$ cat config.mk
export PLATFORM = sky130hd
export DESIGN_NAME = wb_ram_arbiter
export DESIGN_NICKNAME = d
export VERILOG_FILES = /design/src/rtl/wb_ram_arbiter.sv
export SDC_FILE = /design/constraint.sdc
export NUM_CORES = 1
export LEC_CHECK = 0
export BUFFER_PORTS_ARGS = -buffer_cell sky130_fd_sc_hd__buf_2
export CAP_MARGIN = 5
export CORE_MARGIN = 2
export CORE_UTILIZATION = 28
export CTS_CLUSTER_DIAMETER = 200
export DETAILED_ROUTE_END_ITERATION = 10
export SLEW_MARGIN = 10
export SYNTH_ARGS = -nofsm -noshare
export SYNTH_HDL_FRONTEND = slang
export SYNTH_SLANG_ARGS = --single-unit
$ cat constraint.sdc
create_clock -name wb_clk_i -period 3.6 [get_ports wb_clk_i]
set_input_delay 0.36 -clock wb_clk_i [delete_from_list [all_inputs] [get_ports wb_clk_i]]
set_output_delay 0.36 -clock wb_clk_i [all_outputs]
set_load 0.03 [all_outputs]
$ cat src/rtl/wb_ram_arbiter.sv
// Round-robin (or m0 fixed priority with ARB_M0_PRIORITY_EN) Wishbone arbiter onto one single-port RAM.
// Grant at E0, RAM access E0-E1, ack E1-E2; one access per 3 cycles, losers simply wait.
module wb_ram_arbiter #(
  parameter int ADDR_W = 10,
  parameter int DATA_W = 32
) (
  input  logic                  wb_clk_i,
  input  logic                  wb_rst_ni,
  input  logic                  m0_cyc_i,
  input  logic                  m0_stb_i,
  input  logic                  m0_we_i,
  input  logic [DATA_W/8-1:0]   m0_sel_i,
  input  logic [31:0]           m0_adr_i,
  input  logic [DATA_W-1:0]     m0_dat_i,
  output logic                  m0_ack_o,
  output logic [DATA_W-1:0]     m0_dat_o,
  input  logic                  m1_cyc_i,
  input  logic                  m1_stb_i,
  input  logic                  m1_we_i,
  input  logic [DATA_W/8-1:0]   m1_sel_i,
  input  logic [31:0]           m1_adr_i,
  input  logic [DATA_W-1:0]     m1_dat_i,
  output logic                  m1_ack_o,
  output logic [DATA_W-1:0]     m1_dat_o,
  output logic                  ram_en_o,
  output logic [DATA_W/8-1:0]   ram_we_o,
  output logic [ADDR_W-1:0]     ram_addr_o,
  output logic [DATA_W-1:0]     ram_di_o,
  input  logic [DATA_W-1:0]     ram_do_i,
  output logic                  busy_o
);
  localparam int SEL_W = DATA_W / 8;

  typedef enum logic [1:0] {S_IDLE, S_ACCESS, S_RESP} state_t;

  state_t              r_state;
  logic                r_gnt;
  logic                r_rd;
  logic                r_ack0;
  logic                r_ack1;
  logic                r_en;
  logic [SEL_W-1:0]    r_we;
  logic [ADDR_W-1:0]   r_addr;
  logic [DATA_W-1:0]   r_di;
  logic                r_busy;

  logic                w_req0;
  logic                w_req1;
  logic                w_gnt;
  logic                w_we;
  logic [SEL_W-1:0]    w_sel;
  logic [ADDR_W-1:0]   w_addr;
  logic [DATA_W-1:0]   w_di;
  logic                w_unused;

  assign w_req0 = m0_cyc_i & m0_stb_i;
  assign w_req1 = m1_cyc_i & m1_stb_i;

`ifdef ARB_M0_PRIORITY_EN
  assign w_gnt = ~w_req0;
`else
  logic r_last;
  // r_last resets to 1 so master 0 wins the first tie
  assign w_gnt = (w_req0 & w_req1) ? ~r_last : w_req1;
`endif

  assign w_we   = w_gnt ? m1_we_i  : m0_we_i;
  assign w_sel  = w_gnt ? m1_sel_i : m0_sel_i;
  assign w_addr = w_gnt ? m1_adr_i[ADDR_W+1:2] : m0_adr_i[ADDR_W+1:2];
  assign w_di   = w_gnt ? m1_dat_i : m0_dat_i;

  // Upper and byte-offset address bits are don't-care: the RAM aliases.
  assign w_unused = &{1'b0, m0_adr_i[31:ADDR_W+2], m0_adr_i[1:0],
                      m1_adr_i[31:ADDR_W+2], m1_adr_i[1:0]};

  always_ff @(posedge wb_clk_i or negedge wb_rst_ni) begin
    if (!wb_rst_ni) begin
      r_state <= S_IDLE;
      r_gnt   <= 1'b0;
      r_rd    <= 1'b0;
      r_ack0  <= 1'b0;
      r_ack1  <= 1'b0;
      r_en    <= 1'b0;
      r_we    <= '0;
      r_addr  <= '0;
      r_di    <= '0;
      r_busy  <= 1'b0;
`ifndef ARB_M0_PRIORITY_EN
      r_last  <= 1'b1;
`endif
    end else begin
      case (r_state)
        S_IDLE: begin
          if (w_req0 | w_req1) begin
            r_state <= S_ACCESS;
            r_busy  <= 1'b1;
            r_gnt   <= w_gnt;
`ifndef ARB_M0_PRIORITY_EN
            r_last  <= w_gnt;
`endif
            r_en    <= 1'b1;
            r_we    <= w_we ? w_sel : '0;
            r_addr  <= w_addr;
            r_di    <= w_di;
            r_rd    <= ~w_we;
          end
        end
        S_ACCESS: begin
          // The RAM commits at this edge regardless; only the ack honours an abort.
          r_state <= S_RESP;
          r_en    <= 1'b0;
          r_we    <= '0;
          r_ack0  <= ~r_gnt & m0_cyc_i;
          r_ack1  <= r_gnt & m1_cyc_i;
        end
        S_RESP: begin
          r_state <= S_IDLE;
          r_busy  <= 1'b0;
          r_ack0  <= 1'b0;
          r_ack1  <= 1'b0;
        end
        default: begin
          r_state <= S_IDLE;
          r_busy  <= 1'b0;
          r_en    <= 1'b0;
          r_we    <= '0;
          r_ack0  <= 1'b0;
          r_ack1  <= 1'b0;
        end
      endcase
    end
  end

  assign ram_en_o   = r_en;
  assign ram_we_o   = r_we;
  assign ram_addr_o = r_addr;
  assign ram_di_o   = r_di;
  assign busy_o     = r_busy;
  assign m0_ack_o   = r_ack0;
  assign m1_ack_o   = r_ack1;

  // RAM read data only exists during RESP, so it is steered through by the registered ack.
  assign m0_dat_o = (r_ack0 & r_rd) ? ram_do_i : '0;
  assign m1_dat_o = (r_ack1 & r_rd) ? ram_do_i : '0;

endmodule

==> metrics, run 1 <==
status=finished, final reports clean; Seq/Total Area, Yosys=39.4%; P&R area growth vs syn=40.1%; Hold Fails Final Rpt=0; setup violators final=0; worst path buffer plus inverter count=1; CTS Hold Bufs=0; final worst slack=1.24 ns; layout cell share with drive strength beyond 1=55.5%; total CTS buffers=5; Sink Count=55; Post-Syn Instances=334; top cells by area, synth=dfrtp_1 39%, a2bb2oi_2 17%, and3_1 12%; First-pass DRT Iterations=4; number of global-route vias before repair=3542; Hold WS=0.0627 ns; Peak Freq=424 MHz; syn avg cell area=10.5 µm²; CTS Root Cell=clkbuf_16; clk slew on worst S/H paths=0.08 ns; Mapped Area=3500 µm²; Hold Crit Class=input port to async pin; Final Power=2.90 mW; Post-synth EDFFs=0; Yosys top cell by area=dfrtp_1; post-layout util=40.5%; synth unique cells=31; Synth async-reset ratio=100%; CP peak stage delay=0.80 ns; Final #Nets=721; largest net degree at the start of global routing=66; die height=116 µm; Peak VDD IR=0.216 mV; initial antenna violation count=0; final wirelength=12400 µm; worst path cell trace=or2_2, or2_1, clkinv_8, a2bb2oi_2; first-pass GRT wire length=17900 µm; Core ar.=12100 µm²; Total GRT Usage=16.8%; clock skew=0.00450 ns; Die X=116 µm; type of origin of the critical path=flip-flop; num rows=40; Max stage delay cell, worst path=or2_2; post-DP HPWL=8900 µm; CTS tree=built; Slew headroom=32.3%; CTS resizes=0; WL/cell=17.4 µm; RSZ-0062 raised after global routing=false; GP Congestion=0.786; diodes inserted=0; total negative slack=0 ns; Critical Path Fanout Max=50; post-route minimum period=2.36 ns; Pleak=2.56 nW; ratio of final minimum period to clock period=65.6%; Overflow after GRT=0; Initial DRC Count=162; share of the synthesized area in the top cell type=38.6%; Critical Path RT=3.77 ns; vias per inst=5.24; Yosys warning count=0; delay-heaviest family, CP=simple AND/OR/NAND/NOR gates; setup bufs post-CTS=0; max cap viols=0; Max Buffers Root-to-Sink=2; fin. max-slew vios=0; drt drc=0; post-route ant nets=0; PD cells=591 nW/µm²; DR vias=3740; Worst-Skew Late Latency=0.29 ns; Crit. End Element=flip-flop; Top FF cell, synth=dfrtp_1; Critical Path AT=2.53 ns; #FFs+latches synth=55; DIE AREA=13400 µm²; Mapped Nets=510; initial core utilization=28.9%; Worst-Margin Slew=1.02 ns; crit path kind=flip-flop to flip-flop; pre-CTS setup slack=1.19 ns; worst setup path start=r_state[0]; # IOs=290; H-Tree Depth=2; worst r2r src=r_state[0]; Buffers on Ports=245
[worst register-to-register path, cell delays in order (launching register included)]
cell and delay, ns:
dfrtp_1 0.44, or2_2 0.81, or2_1 0.43, clkinv_8 0.31, a2bb2oi_2 0.24
[routing by layer]
metal  routed length (µm)  part of all wire [%]  GRT usage (%)
met5                    0                     0              0
met4                  174                   1.4           4.68
met3                  834                   6.7           3.29
met2                 6620                    53           33.3
met1                 4770                    38           18.0
[per-stage QoR]
stage / area, µm² / std cells
final: 4900 / 714
after floorplan: 3500 / 334
after global placement: 4730 / 706
after detailed placement: 4730 / 706
after CTS: 4900 / 714
after global routing: 4900 / 714
[cell usage in the layout, fill, tap and decap left out, types with 4 or more instances in the layout]
| cell | n |
|---|---|
| nor4_1 | 5 |
| o21ai_0 | 42 |
| and3_1 | 65 |
| a311oi_1 | 42 |
| buf_2 | 245 |
| nand2_1 | 6 |
| a221o_1 | 4 |
| dfrtp_1 | 53 |
| clkbuf_16 | 5 |
| buf_4 | 5 |
| a2bb2oi_2 | 39 |
[cells in the mapped netlist, types with 2 or more instances]
cell,count
o21ai_0,42
a2bb2oi_1,3
o21ai_1,3
nand2_1,6
nand3_1,2
buf_12,4
clkbuf_1,36
and3_1,65
dfrtp_1,54
inv_1,3
buf_2,5
a21oi_1,2
nor3_1,2
a21o_1,2
nand2b_1,2
nor4_1,5
a311oi_1,42
a2bb2oi_2,39
or2_1,2
a221o_1,4
[where the power goes]
part	switching (mW)	total (mW)	internal (mW)	leakage (nW)
clock	0.241	0.574	0.333	0.0844
sequential	0.201	1.00	0.802	0.627
combinational	0.810	1.32	0.510	1.85
[sequential cells by signal, indices dropped and copies added (netlist names)]
register / flops
busy_o: 1
m0_ack_o: 1
m1_ack_o: 1
r_gnt: 1
r_last: 1
r_rd: 1
r_state: 2
ram_addr_o: 10
ram_di_o: 32
ram_en_o: 1
ram_we_o: 4
[final timing paths]
| path | end | slack [ns] | depth (start not counted) |
|---|---|---|---|
| max in group asynchronous | ram_addr_o[7] | 2.66 | 2 |
| min in group wb_clk_i | ram_we_o[0] | 0.29 | 2 |
| worst max register to register | ram_di_o[16] | 1.24 | 4 |
| worst max-delay path | ram_di_o[16] | 1.24 | 4 |
| worst min-delay path | ram_we_o[1] | 0.06 | 1 |
| worst min register to register | r_gnt | 0.51 | 1 |
[cell type report]
class / instances / area [µm²]
Multi-Input combinational cell: 229 / 1850
Fill cell: 1229 / 7210
Sequential cell: 55 / 1380
Timing Repair Buffer: 250 / 1260
Clock buffer: 5 / 125
Inverter: 4 / 27.5
Tap cell: 168 / 210
Clock inverter: 3 / 47.5
[cells by family (layout without fill, tap and decap cells)]
| family | count (synthesis) | after routing | share of synthesized area [%] |
|---|---|---|---|
| AOI/OAI and AO/OA | 141 | 141 | 37.4 |
| and+or+nand+nor | 88 | 88 | 15.3 |
| DFF | 55 | 55 | 39.4 |
| buffers and inverters | 50 | 262 | 7.98 |
No activity file was read; power rests on OpenSTA's default activity.
==> run 2: changes to the inputs <==
Clock period 3.6 ns to 2.35 ns, I/O delays scaled along.
==> run 2 against run 1 <==
Compared with the run above:
- final area up 1.1%
- clock power up 51%
- sequential cell count unchanged
- critical path type unchanged
- global-route usage up 0.50 points
- critical path depth unchanged
- via count up 0.13%
- largest cell class unchanged
- total power up 54%
- critical endpoint is now ram_di_o[12]
- count of clock-buffer cells in the layout unchanged
==> metrics, run 2 (synthesized netlist as in run 1, its figures left out) <==
CTS tree=built; CTS resizes=0 (unchanged); P&R area growth vs syn=41.6%; final wirelength=12400 µm (+0.35%); Worst-Skew Late Latency=0.29 ns (about the same); Crit. End Element=flip-flop; initial core utilization=28.9% (unchanged); fin. max-slew vios=0 (unchanged); GP Congestion=0.793 (+0.89%); Final Power=4.45 mW (+54%); crit path kind=flip-flop to flip-flop; Critical Path AT=2.12 ns (-0.41 ns); DR vias=3745 (+0.13%); die height=116 µm (unchanged); vias per inst=5.20 (-0.70%); fill cell count=1253 (+2.0%); layout cell share with drive strength beyond 1=55.5% (about the same); R2R cell count=4 (unchanged); num rows=40 (unchanged); WL/cell=17.3 µm (-0.49%); post-DP HPWL=9080 µm (+2.0%); Largest register FFs=32 (unchanged); Sink Count=55 (unchanged); Peak VDD IR=0.385 mV (+79%); clock skew=0.00609 ns (+0.00159 ns); Buffers on Ports=245 (unchanged); Worst-Margin Slew=0.788 ns (-0.228 ns); post-route minimum period=1.91 ns (-0.454 ns); number of global-route vias before repair=3571 (+0.82%); Max Buffers Root-to-Sink=2 (unchanged); Total GRT Usage=17.3% (+0.50 points); status=finished, final reports clean; largest net degree at the start of global routing=65 (-1.5%); Slew headroom=47.5% (+15 points); RSZ-0062 raised after global routing=false; Hold Path Stages=2; Overflow after GRT=0 (unchanged); initial antenna violation count=1 (+1); post-route ant nets=0 (unchanged); Multi-input gate area=1850 µm² (unchanged); DIE AREA=13400 µm² (unchanged); most common cell after layout, fill and taps aside=buf_2; Hold WS=0.172 ns (+0.109 ns); Die X=116 µm (unchanged); CTS Root Cell=clkbuf_16; Hold Crit Class=input port to flip-flop; most frequent cells in the layout=245 x buf_2, 65 x and3_1, 54 x dfrtp_1, 42 x a311oi_1, 42 x o21ai_0; total CTS buffers=5 (unchanged); Peak Freq=525 MHz (+24%); Pleak=2.59 nW (+0.99%); Initial DRC Count=157 (-3.1%); clk slew on worst S/H paths=0.08 ns (about the same); Hold Fails Final Rpt=0 (unchanged); # IOs=290 (unchanged); Critical Path Fanout Max=43 (-14%); setup violators final=0 (unchanged); post-layout util=40.9% (+0.43 points); drt drc=0 (unchanged); max cap viols=0 (unchanged); Critical Path RT=2.57 ns (-1.20 ns); final worst slack=0.444 ns (-0.796 ns); type of origin of the critical path=flip-flop; area taken by flip-flops and latches=1380 µm² (about the same); PD cells=898 nW/µm² (+52%); Core ar.=12100 µm² (unchanged); first-pass GRT wire length=18400 µm (+3.2%); total negative slack=0 ns (unchanged); pre-CTS setup slack=0.408 ns (-0.780 ns); First-pass DRT Iterations=4 (unchanged); Final #Nets=726 (+0.69%); H-Tree Depth=2 (unchanged); ratio of final minimum period to clock period=81.1% (+16 points)
## run 2: cell count changes in the layout (fill, tap and decap cells not counted)
cell / before / now
dfrtp_1: 53 / 54
clkinv_4: 1 / 0
buf_4: 5 / 8
dfrtp_2: 1 / 0
dlygate4sd3_1: 0 / 1
diode_2: 0 / 1
buf_12: 0 / 1
clkinvlp_4: 0 / 1
## run 2: cell type report
| cell class | instances | area share [%] |
|---|---|---|
| clock buffer | 5 | 2.53 |
| antenna | 1 | 0.0505 |
| clock inverter | 3 | 0.935 |
| inverter | 4 | 0.556 |
| sequential | 55 | 27.8 |
| tap | 168 | 4.24 |
| multi-input combinational | 229 | 37.3 |
| timing repair buffer | 255 | 26.6 |
## run 2: power by group
part / internal (mW) / switching, mW / leakage (nW)
Combinational: 0.798 / 1.31 / 1.88
Clock: 0.507 / 0.358 / 0.0804
Sequential: 1.23 / 0.249 / 0.628
Total: 2.53 / 1.91 / 2.59
## run 2: path summary, 6_finish.rpt
check                                 start           end  slack (ns)
max in group asynchronous         wb_rst_ni  ram_di_o[15]        1.27
worst max-delay path             r_state[0]  ram_di_o[12]        0.44
worst min register to register     ram_en_o      ram_en_o        0.51
worst min-delay path            m1_sel_i[3]   ram_we_o[3]        0.17
min in group asynchronous         wb_rst_ni   ram_we_o[1]        0.49
worst max register to register   r_state[0]  ram_di_o[12]        0.44
## run 2: repair_timing
action,in CTS,in global routing
hold buffers,1,0
endpoints found under the hold margin,24,0
setup buffers,0,0
setup endpoints to repair,0,0
## run 2: critical path, stage by stage (launching register included)
cell and delay, ns:
dfrtp_1 0.44, or2_2 0.48, or2_1 0.41, clkinv_8 0.29, a2bb2oi_1 0.19
## run 2: routing by layer
layer	share of wire [%]	GRT usage (%)	routed length (µm)	vias to the layer above
li1	-	-	-	1755
met1	40	19.2	4940	1819
met2	54	34.3	6670	165
met3	6.1	2.82	760	6
met4	0.51	4.13	63	0
met5	0	0	0	-
## run 2: metrics by stage
step	instances	cell area (µm²)
2_1_floorplan	334	3500
3_3_place_gp	710	4770
3_5_place_dp	710	4770
4_1_cts	719	4950
5_1_grt	720	4950
6_report	720	4950
